[src/rtl/itch_pkg.sv]
// Shared ITCH definitions: message type codes, per-type byte lengths and the
// decoded field set used by both the parser and the serializer.
package itch_pkg;

    localparam logic [7:0] ITCH_A = 8'h41;
    localparam logic [7:0] ITCH_D = 8'h44;
    localparam logic [7:0] ITCH_E = 8'h45;
    localparam logic [7:0] ITCH_F = 8'h46;
    localparam logic [7:0] ITCH_U = 8'h55;
    localparam logic [7:0] ITCH_X = 8'h58;

    localparam logic [5:0] ITCH_LEN_A = 6'd36;
    localparam logic [5:0] ITCH_LEN_D = 6'd19;
    localparam logic [5:0] ITCH_LEN_E = 6'd31;
    localparam logic [5:0] ITCH_LEN_F = 6'd40;
    localparam logic [5:0] ITCH_LEN_U = 6'd35;
    localparam logic [5:0] ITCH_LEN_X = 6'd23;

    typedef struct packed {
        logic [7:0]  msg_type;
        logic [15:0] stock_locate;
        logic [15:0] tracking_no;
        logic [47:0] timestamp;
        logic [63:0] order_ref_no;
        logic [31:0] shares;
        logic [31:0] price;
        logic [7:0]  buy_sell;
        logic [63:0] stock;
        logic [63:0] match_no;
        logic [63:0] new_order_ref_no;
        logic [31:0] attribution;
    } itch_fields_t;

    // Zero marks an unsupported type.
    function automatic logic [5:0] itch_msg_len(input logic [7:0] t);
        case (t)
            ITCH_A:  return ITCH_LEN_A;
            ITCH_D:  return ITCH_LEN_D;
            ITCH_E:  return ITCH_LEN_E;
            ITCH_F:  return ITCH_LEN_F;
            ITCH_U:  return ITCH_LEN_U;
            ITCH_X:  return ITCH_LEN_X;
            default: return 6'd0;
        endcase
    endfunction

endpackage

[src/rtl/itch_serializer.sv]
// Serializes one decoded ITCH order message into a big-endian byte stream
// using the parser framing (start_msg / end_msg / valid / message).
module itch_serializer
    import itch_pkg::*;
#(
    parameter int GAP_CYCLES = 1
) (
    input  logic        clk,
    input  logic        rst_n,
    input  logic        in_valid,
    output logic        in_ready,
    input  logic [7:0]  msg_type,
    input  logic [15:0] stock_locate,
    input  logic [15:0] tracking_no,
    input  logic [47:0] timestamp,
    input  logic [63:0] order_ref_no,
    input  logic [31:0] shares,
    input  logic [31:0] price,
    input  logic [7:0]  buy_sell,
    input  logic [63:0] stock,
    input  logic [63:0] match_no,
    input  logic [63:0] new_order_ref_no,
    input  logic [31:0] attribution,
    output logic [7:0]  message,
    output logic        valid,
    output logic        start_msg,
    output logic        end_msg,
    output logic        bad_type,
    output logic [15:0] tx_count
);

    typedef enum logic [1:0] {
        S_IDLE = 2'd0,
        S_SEND = 2'd1,
        S_GAP  = 2'd2
    } state_t;

    state_t       state_q, state_d;
    logic [5:0]   idx_q, idx_d;
    logic [5:0]   len_q, len_d;
    logic [3:0]   gap_q, gap_d;
    itch_fields_t fields_q, fields_d;
    logic [7:0]   message_q, message_d;
    logic         valid_q, valid_d;
    logic         start_q, start_d;
    logic         end_q, end_d;
    logic         bad_q, bad_d;
    logic [15:0]  tx_count_q, tx_count_d;
    itch_fields_t in_fields;
    logic [5:0]   in_len;

    // Bytes 0-18 are common to every type; bytes 19-39 come from a per-type
    // tail packed MSB first. Tail bytes beyond the type length are never reached.
    function automatic logic [7:0] byte_sel(input itch_fields_t f, input logic [5:0] idx);
        logic [151:0] head;
        logic [167:0] tail;
        logic [151:0] head_sh;
        logic [167:0] tail_sh;
        logic [5:0]   k;
        head = {f.msg_type, f.stock_locate, f.tracking_no, f.timestamp, f.order_ref_no};
        case (f.msg_type)
            ITCH_A, ITCH_F: tail = {f.buy_sell, f.shares, f.stock, f.price, f.attribution};
            ITCH_E:         tail = {f.shares, f.match_no, 72'd0};
            ITCH_X:         tail = {f.shares, 136'd0};
            ITCH_U:         tail = {f.new_order_ref_no, f.shares, f.price, 40'd0};
            default:        tail = '0;
        endcase
        head_sh = '0;
        tail_sh = '0;
        if (idx < 6'd19) begin
            k       = 6'd18 - idx;
            head_sh = head >> {k, 3'b000};
            return head_sh[7:0];
        end else begin
            k       = 6'd39 - idx;
            tail_sh = tail >> {k, 3'b000};
            return tail_sh[7:0];
        end
    endfunction

    assign in_fields = '{
        msg_type:         msg_type,
        stock_locate:     stock_locate,
        tracking_no:      tracking_no,
        timestamp:        timestamp,
        order_ref_no:     order_ref_no,
        shares:           shares,
        price:            price,
        buy_sell:         buy_sell,
        stock:            stock,
        match_no:         match_no,
        new_order_ref_no: new_order_ref_no,
        attribution:      attribution
    };
    assign in_len   = itch_msg_len(msg_type);
    assign in_ready = (state_q == S_IDLE);

    always_comb begin
        state_d    = state_q;
        idx_d      = idx_q;
        len_d      = len_q;
        gap_d      = gap_q;
        fields_d   = fields_q;
        message_d  = 8'h00;
        valid_d    = 1'b0;
        start_d    = 1'b0;
        end_d      = 1'b0;
        bad_d      = 1'b0;
        tx_count_d = tx_count_q;
        case (state_q)
            S_IDLE: begin
                if (in_valid) begin
                    fields_d = in_fields;
                    len_d    = in_len;
                    idx_d    = 6'd0;
                    if (in_len != 6'd0) begin
                        state_d = S_SEND;
                    end else begin
                        bad_d = 1'b1;
                    end
                end
            end
            S_SEND: begin
                message_d = byte_sel(fields_q, idx_q);
                valid_d   = 1'b1;
                start_d   = (idx_q == 6'd0);
                if (idx_q == len_q - 6'd1) begin
                    end_d      = 1'b1;
                    tx_count_d = tx_count_q + 16'd1;
                    idx_d      = 6'd0;
                    if (GAP_CYCLES > 0) begin
                        state_d = S_GAP;
                        gap_d   = 4'(GAP_CYCLES - 1);
                    end else begin
                        state_d = S_IDLE;
                    end
                end else begin
                    idx_d = idx_q + 6'd1;
                end
            end
            S_GAP: begin
                if (gap_q == 4'd0) begin
                    state_d = S_IDLE;
                end else begin
                    gap_d = gap_q - 4'd1;
                end
            end
            default: state_d = S_IDLE;
        endcase
    end

    always_ff @(posedge clk or negedge rst_n) begin
        if (!rst_n) begin
            state_q    <= S_IDLE;
            idx_q      <= 6'd0;
            len_q      <= 6'd0;
            gap_q      <= 4'd0;
            fields_q   <= '0;
            message_q  <= 8'h00;
            valid_q    <= 1'b0;
            start_q    <= 1'b0;
            end_q      <= 1'b0;
            bad_q      <= 1'b0;
            tx_count_q <= 16'd0;
        end else begin
            state_q    <= state_d;
            idx_q      <= idx_d;
            len_q      <= len_d;
            gap_q      <= gap_d;
            fields_q   <= fields_d;
            message_q  <= message_d;
            valid_q    <= valid_d;
            start_q    <= start_d;
            end_q      <= end_d;
            bad_q      <= bad_d;
            tx_count_q <= tx_count_d;
        end
    end

    assign message   = message_q;
    assign valid     = valid_q;
    assign start_msg = start_q;
    assign end_msg   = end_q;
    assign bad_type  = bad_q;
    assign tx_count  = tx_count_q;

endmodule

[config.mk]
export PLATFORM = sky130hd
export DESIGN_NAME = itch_serializer
export DESIGN_NICKNAME = d
export VERILOG_FILES = /design/src/rtl/itch_pkg.sv /design/src/rtl/itch_serializer.sv
export SDC_FILE = /design/constraint.sdc
export NUM_CORES = 1
export LEC_CHECK = 0
export ABC_AREA = 1
export BUFFER_PORTS_ARGS = -buffer_cell sky130_fd_sc_hd__buf_2
export CAP_MARGIN = 20
export CORE_MARGIN = 2
export CORE_UTILIZATION = 50
export CTS_BUF_LIST = sky130_fd_sc_hd__clkbuf_16
export DETAILED_ROUTE_END_ITERATION = 8
export PLACE_DENSITY = 0.72
export SKIP_LAST_GASP = 1
export SLEW_MARGIN = 20
export SYNTH_ARGS = -nofsm -noshare
export SYNTH_HDL_FRONTEND = slang
export SYNTH_SLANG_ARGS = --single-unit
[constraint.sdc]
create_clock -name clk -period 8.5 [get_ports clk]
set_input_delay 1.275 -clock clk [delete_from_list [all_inputs] [get_ports clk]]
set_output_delay 1.275 -clock clk [all_outputs]
set_load 0.02 [all_outputs]
==> results.md, run 1 <==
Outcome:
- The flow ran to the end, and the final reports show no timing, DRC or antenna violations.

Worst setup path:
- The cell that appears most often on the critical path is sky130_fd_sc_hd__nand2_1.
- The worst setup path is captured at a flop.
- The signal arrival time at the worst endpoint is 4.55 ns.
- In this design, the stage delay of the slowest critical-path cell is 0.86 ns.
- The critical path is of the flop to flop type.
- The critical path launch point type is a flop.
- For this design, the slowest cell found on the critical path is sky130_fd_sc_hd__dfrtp_4.
- The buffers plus inverters on the worst setup path is 3.
- The kind of cell with the highest combined delay on the critical path is buffers and inverters.
- Along the worst path, the maximum fanout reaches 55.
- Traced cell by cell, the critical path runs through inv_4, ha_1, buf_4, inv_2, a21oi_1, a22oi_1, nand2_1, nand2_1, o21ai_1, nand2_1, nand3_1, nand2_1, nand2_1, a21oi_1.
- The startpoint of the worst register-to-register path is idx_q[0].
- In this run the worst setup path begins at idx_q[0].
- The data required time of the worst path is 9.00 ns.

Place:
- The HPWL after detailed placement is 57.80 mm.
- At the end of routability-driven placement, the weighted congestion stood at 0.9082.
- The number of I/O port buffers is 479.

Die:
- 480 I/O pins were placed.
- The die covers 50350 um^2.
- The area of the core is 47850 um^2.
- The floorplan has 80 rows.
- The initial core utilization is 0.5076.
- The floorplan die height is 224.4 um.
- The die is 224.4 um wide.

Power and ir drop:
- The cell area power density is 211.9 nW/um^2.
- The maximum VDD drop is 0.0001391 V.
- The overall power is 0.006030 W.
- In this run the static leakage power is 15.19 nW.

Global routing:
- The initial antenna violation count came to 16.
- For this run, global-route usage on met3 was measured as 0.05813.
- The overall track demand over capacity in global routing is 0.3278.
- The met2 usage is 0.4659.
- The pin count of the biggest net entering global routing is 182.
- The global-route wire length before repair is 126.9 mm.
- The via count of the first global-routing pass is 21.85k.
- The global routing's busiest layer is met1.
- The global route total overflow is 0.
- The met1 track demand over resource is 0.5041.

Logic synthesis:
- The net count of the mapped netlist is 3784.
- sky130_fd_sc_hd__dfrtp_1 takes more of the synthesized area than any other cell.
- Yosys mapped the design onto 38 distinct sky130hd cell types.
- The compound-gate portion of the synthesized area was 0.05740.
- After synthesis, the cell types taking the most area are sky130_fd_sc_hd__dfrtp_1 (51%), sky130_fd_sc_hd__nand2_1 (29%), sky130_fd_sc_hd__nand3_1 (3.4%).
- The area fraction in and, or, nand and nor cells after synthesis is 0.3677.
- After synthesis, the largest family of logic cells by area is simple AND/OR/NAND/NOR gates.
- The number of enable-type register cells in the synthesized netlist is 0.
- The mean instance size in the synthesized netlist is 7.304 um^2.
- In the synthesized netlist the dominant register cell turns out to be sky130_fd_sc_hd__dfrtp_1.
- For this run, asynchronously set or reset flops after synthesis account for 1.000.
- In the synthesized netlist, the number of instances is 3325.
- Of the total synthesized cell area, the portion taken by XOR and XNOR cells is 0.01149.
- The Yosys step of the flow raised 0 warnings.
- The area share of the largest cell type after synthesis is 0.5080.
- The sequential cell area fraction in the yosys report is 0.5080.
- The portion of synthesized area spent on multiplexers is 0.
- The area share of fa/ha/maj cells after synthesis is 0.004122.
- The mapped cell area is 24280 um^2.
- Synthesis inferred 493 register bits.

Timing:
- Of the available clock period, the critical path in the final layout requires 0.4768.
- Setup repair after global routing left no endpoint under its margin.
- Setup violations remaining at the end of the flow were counted as 0.
- The hold violation total from the final report was 0.
- The worst clock skew on the final layout is 0.02520 ns.
- For the final routed database, the setup TNS stands at 0 ns.
- The smallest clock period supported by the final layout is computed as 4.053 ns.
- The total count of max-transition violations in the final report came to 0.
- The upper clock frequency limit is 0.2468 GHz.
- The headroom to the max-slew limit is 0.2942.
- At the pin with the least slew margin, the transition time is 1.059 ns.

Clock network:
- The clock passes through at most 3 buffers.
- The count of hold buffers inserted by post-cts repair is 0.
- Clock tree synthesis selected as its root buffer the cell sky130_fd_sc_hd__clkbuf_16.
- Clock tree synthesis inserted a total of 52 buffers.
- The clock net in this run drives a total of 493 sinks.
- Gates resized during post-CTS repair numbered 0.
- Clock-pin slew was measured on the worst setup and hold paths at 0.07 ns.
- The number of buffers inserted to repair setup after CTS is 0.
- TritonCTS built the clock tree.
- The H-tree generated during clock tree synthesis spans 2 levels.
- The later pin in the worst-skew pair is clocked with a latency of 0.62 ns.

Flow run:
- The tool flagged a number of max-cap violations equal to 0.

Drt:
- The DRC marker count from the first detailed-route iteration is 2985.
- The total routed wirelength is 83.07 mm.
- The count of nets left with antenna violations once routing finished came out at 0.
- Dividing the detail-routed wire length by the instance count gives 19.08 um.
- For this run, the detailed router's first-pass iteration total came to 8.
- The via count is 23.66k.
- The number of vias per cell is 5.435.
- For this run, design rule violations remaining after detail routing come to 0.

Min path:
- The hold path startpoint is fields_q[192].
- In this run the worst hold path is classified as flop to flop.

Final layout:
- The area growth from synthesis to layout is 17.18%.
- The library cell used most frequently in the layout, excluding fill and tap cells, is sky130_fd_sc_hd__nand2_1.
- In the layout the commonest cells are sky130_fd_sc_hd__nand2_1 (1904), sky130_fd_sc_hd__dfrtp_1 (492), sky130_fd_sc_hd__buf_2 (478).
- The ratio of cells with drive above 1 in the final layout is 0.1601.
- The net count reported at finish is 4148.
- The filler cells instantiated in the layout total 4512.
## path summary, 6_finish.rpt
check | end | slack [ns] | cells after the start
worst max-delay path | message[5] | 4.45 | 14
worst min-delay path | fields_q[192] | 0.48 | 2
worst max register to register | message[5] | 4.45 | 14
worst min register to register | fields_q[192] | 0.48 | 2
max in group asynchronous | end_msg | 5.93 | 3
min in group asynchronous | fields_q[195] | 0.74 | 1
## metal layers
layer	up-vias	wire, um
li1	11199	-
met1	11149	37850
met2	1161	35050
met3	143	7585
met4	8	2535
met5	-	55
## synthesized netlist by cell type, drive strengths merged (9+ instances only)
master  instances
nor3           16
nand2        1909
nor4           10
a21oi          95
o22ai          10
nand4          58
inv            83
xnor2           9
buf           105
dfrtp         493
clkbuf         91
a22oi          17
o21ai         110
nand3         164
nor2           99
xor2           22
## metrics by stage
| step | setup WS [ns] | area [um^2] | hold slack (ns) | std cells | util |
|---|---|---|---|---|---|
| finish | 4.447 | 28460 | 0.4767 | 4353 | 0.5947 |
| global route | 4.255 | 28440 | 0.4905 | 4345 | 0.5943 |
| CTS | 4.518 | 28410 | 0.4765 | 4343 | 0.5937 |
| detailed placement | 4.387 | 26760 | 0.4603 | 4249 | 0.5594 |
| global placement | 4.436 | 26760 | 0.4572 | 4249 | 0.5594 |
| floorplan | 5.690 | 24280 | 0.4436 | 3325 | - |
## where the power goes
group,switching [W],total (W),internal (W)
sequential,0.000192,0.00281,0.00262
combinational,0.000640,0.000959,0.000319
clock,0.000982,0.00226,0.00128
total,0.00181,0.00603,0.00422
## cell type report
cell class | count | area, um^2 | area share
multi-input combinational | 2552 | 10710 | 0.3764
clock inverter | 41 | 316.6 | 0.01112
inverter | 84 | 327.8 | 0.01152
clock buffer | 53 | 1326 | 0.04661
tap | 615 | 769.5 | 0.02704
timing repair buffer | 506 | 2643 | 0.09286
antenna | 9 | 22.52 | 0.0007915
sequential | 493 | 12340 | 0.4337
## tightest hold or removal path, delay by kind of cell (launching register included)
kind             cells  cell delay (ns)
flip-flops           1             0.34
AND/OR/NAND/NOR      2             0.10
## state kept, by name (all words and copies together), names as in the netlist
| register | flops |
|---|---|
| valid | 1 |
| gap_q | 4 |
| tx_count | 16 |
| state_q | 2 |
| idx_q | 6 |
| start_msg | 1 |
| end_msg | 1 |
| fields_q | 448 |
| message | 8 |
| len_q | 5 |
| bad_type | 1 |
## logic make-up after synthesis
| family | Yosys count |
|---|---|
| AO/OA/AOI/OAI | 255 |
| XOR/XNOR | 31 |
| adder cells (fa/ha/maj) | 8 |
| buffers and inverters | 280 |
| flip-flops | 493 |
| AND/OR/NAND/NOR | 2258 |
Note: power is estimated with default switching activity, not from simulation.
==> run 2: changes to the inputs <==
Settings changed: PLACE_DENSITY 0.72 to 0.75.
Clock period 8.5 ns to 3.25 ns, I/O delays scaled along.
==> results.md, run 2 (synthesis gave the netlist of run 1 again) <==
Outcome:
- The run finished with clean final reports.

Worst setup path:
- The startpoint identified for the worst register-to-register timing path is fields_q[441].
- The data required time of the worst path was 3.77 ns (-5.23 ns).
- The maximum fanout along the worst path is 20 (-64%).
- The worst flop-to-flop path endpoint is message[1].
- The critical path launch point type is a flop.
- The critical setup path kind is flop to flop.
- The timing startpoint of the critical path is fields_q[441].
- The critical path ends at message[1].
- The critical path endpoint category is a flop.
- The minimum setup slack among reg-to-reg paths is 0.37 ns (-4.08 ns).
- The signal arrival time at the worst endpoint is 3.40 ns (-1.15 ns).
- The path depth of the worst reg2reg path is 14 (unchanged).

Die:
- The overall die width came to 224.4 um (unchanged).
- The initial core utilization is 0.5076 (unchanged).
- The floorplan die height was 224.4 um (unchanged).
- The die outline area is 50350 um^2 (unchanged).
- The count of standard-cell rows came to 80 (unchanged).
- The total I/O pin count is 480 (unchanged).
- The area of the core was 47850 um^2 (unchanged).

Power and ir drop:
- The maximum VDD drop is 0.0004399 V (+220%).
- The overall power is 0.01609 W (+170%).
- The leakage dissipation came to 15.33 nW (+0.98%).
- The cell area power density is 558.7 nW/um^2 (+160%).

Global routing:
- The overall track demand over capacity in global routing is 0.3312 (+0.003398).
- The global-route wire length before repair was 128.2 mm (+0.98%).
- The via count of the first global-routing pass is 22.20k (+1.6%).
- The initial antenna violation count is 10 (-6).
- The pin count of the biggest net entering global routing came to 197 (+8.2%).
- The global route total overflow is 0 (unchanged).

Drt:
- The DRC marker count from the first detailed-route iteration is 3039 (+1.8%).
- The average detailed-routed wire length per instance is 19.23 um (+0.77%).
- The via count was 23.71k (+0.22%).
- The number of nets with antenna violations after detailed routing is 0 (unchanged).
- The number of vias per cell came to 5.435 (about the same).
- The number of search-and-repair iterations in the first detailed-routing pass is 6 (-2).
- The total routed wirelength is 83.91 mm (+1.0%).
- The post-detailed-route DRC marker count is 0 (unchanged).

Final layout:
- Relative to the synthesized area, the layout overhead comes to 18.55%.
- Ranked by flip-flop count, first place goes to fields_q.
- The top cell types in the final layout, fill and taps aside, are sky130_fd_sc_hd__nand2_1 (1904), sky130_fd_sc_hd__dfrtp_1 (492), sky130_fd_sc_hd__buf_2 (478).
- The area of all placed cells without fillers is 28790 um^2 (+1.2%).
- The total of fill cells in the finished design is 4451 (-1.4%).
- The combined area of the multi-input logic cells is 10710 um^2 (unchanged).
- The net count reported at finish came to 4167 (+0.46%).
- The flip-flop count of the largest register after layout is 448 (unchanged).
- The ratio of cells with drive above 1 in the final layout is 0.1650 (+0.004923).
- The register area is 12340 um^2 (unchanged).
- The leading cell type in the layout, fill and taps excluded is sky130_fd_sc_hd__nand2_1.

Clock network:
- The number of buffers inserted to repair setup after CTS is 0 (unchanged).
- The number of H-tree levels is 2 (unchanged).
- The deepest clock path buffer count is 3 (unchanged).
- The total number of clock tree sinks is 493 (unchanged).
- The clock-pin slew on the worst setup and hold paths is 0.06 ns (about the same).
- The clock buffer count from CTS is 52 (unchanged).
- The clock root buffer is sky130_fd_sc_hd__clkbuf_16.
- The CTS tree is built.
- The source-to-sink clock delay at the later pin of the worst-skew pair is 0.61 ns (about the same).

Place:
- The HPWL after detailed placement is 60.80 mm (+5.2%).
- The global placer's final weighted congestion is 0.9608 (+5.8%).
- The cell area after placement is 27060 um^2 (+1.1%).
- The number of I/O port buffers was 479 (unchanged).

Timing:
- The worst clock skew on the final layout came to 0.02714 ns (+0.001940 ns).
- The total count of max-transition violations in the final report came to 0 (unchanged).
- The upper clock frequency limit was 0.3468 GHz (+41%).
- The hold violation total from the final report is 0 (unchanged).
- Setup repair after global routing left no endpoint under its margin.
- The shortest period the worst path allows is 2.884 ns (-1.169 ns).
- The summed negative setup slack over all endpoints is 0 ns (unchanged).
- The setup-violating endpoint count in the final report is 0 (unchanged).
- The portion of the clock cycle consumed by the worst path in the final layout is 0.8873 (+0.4105).
- The headroom to the max-slew limit is 0.3612 (+0.06697).
- The actual slew at the worst max-slew pin was 0.9583 ns (-0.1005 ns).

Min path:
- The worst hold-check path type is input pin to flop.

Flow run:
- The total of max-cap violations was 0 (unchanged).
-- run 2: routing by layer --
layer | wire [um] | global-route usage
met5 | 78 | 0
met4 | 2447 | 0.09677
met3 | 8919 | 0.07250
met2 | 35480 | 0.4753
met1 | 36990 | 0.5028
-- run 2: layout make-up --
type,instances,share of cell area
Sequential cell,493,0.4287
Multi-Input combinational cell,2552,0.3720
Timing Repair Buffer,525,0.1014
Clock buffer,53,0.04607
Tap cell,615,0.02673
Clock inverter,38,0.01352
Inverter,84,0.01139
Antenna cell,3,0.0002608
-- run 2: worst min path at each step --
stage                          endpoint  slack [ns]  cells after the start     startpoint
after floorplan                bad_type        0.19                      0          rst_n
after global placement    fields_q[424]        0.46                      2  fields_q[424]
after detailed placement  fields_q[289]        0.46                      1          rst_n
after CTS                 fields_q[187]        0.05                      3      stock[27]
after global routing      fields_q[193]        0.07                      3      stock[33]
final                     fields_q[123]        0.07                      3   match_no[27]
-- run 2: repair_timing --
action / CTS / global route
endpoints found under the hold margin: 54 / 0
hold buffers: 1 / 0
gates resized for setup: 0 / 0
-- run 2: report_power, final --
| part | internal (W) | switching (W) | leakage [nW] |
|---|---|---|---|
| sequential | 0.00686 | 0.000598 | 6.08 |
| combinational | 0.000862 | 0.00166 | 8.40 |
| clock | 0.00358 | 0.00253 | 0.856 |
-- run 2: worst max-delay path, stage by stage, from the launching register on --
cell                       delay (ns)
sky130_fd_sc_hd__dfrtp_1         0.40
sky130_fd_sc_hd__inv_2           0.08
sky130_fd_sc_hd__nand2_1         0.08
sky130_fd_sc_hd__nor2_4          0.37
sky130_fd_sc_hd__nand2_4         0.16
sky130_fd_sc_hd__clkinv_2        0.29
sky130_fd_sc_hd__buf_4           0.27
sky130_fd_sc_hd__nand2_1         0.07
sky130_fd_sc_hd__nand4_1         0.12
sky130_fd_sc_hd__o21ai_0         0.28
sky130_fd_sc_hd__nor2_1          0.21
sky130_fd_sc_hd__nor2_1          0.08
sky130_fd_sc_hd__a21oi_1         0.12
sky130_fd_sc_hd__nand2_1         0.10
sky130_fd_sc_hd__a21oi_1         0.14
-- run 2: metrics by stage --
step           hold WS (ns)  std cells  setup slack [ns]    util
2_1_floorplan        0.1919       3325            0.4395       -
3_3_place_gp         0.4580       4268            0.5235  0.5655
3_5_place_dp         0.4619       4268            0.4356  0.5655
4_1_cts             0.05236       4360            0.4215  0.6015
5_1_grt             0.06678       4362            0.2271  0.6016
6_report            0.06938       4363            0.3663  0.6017
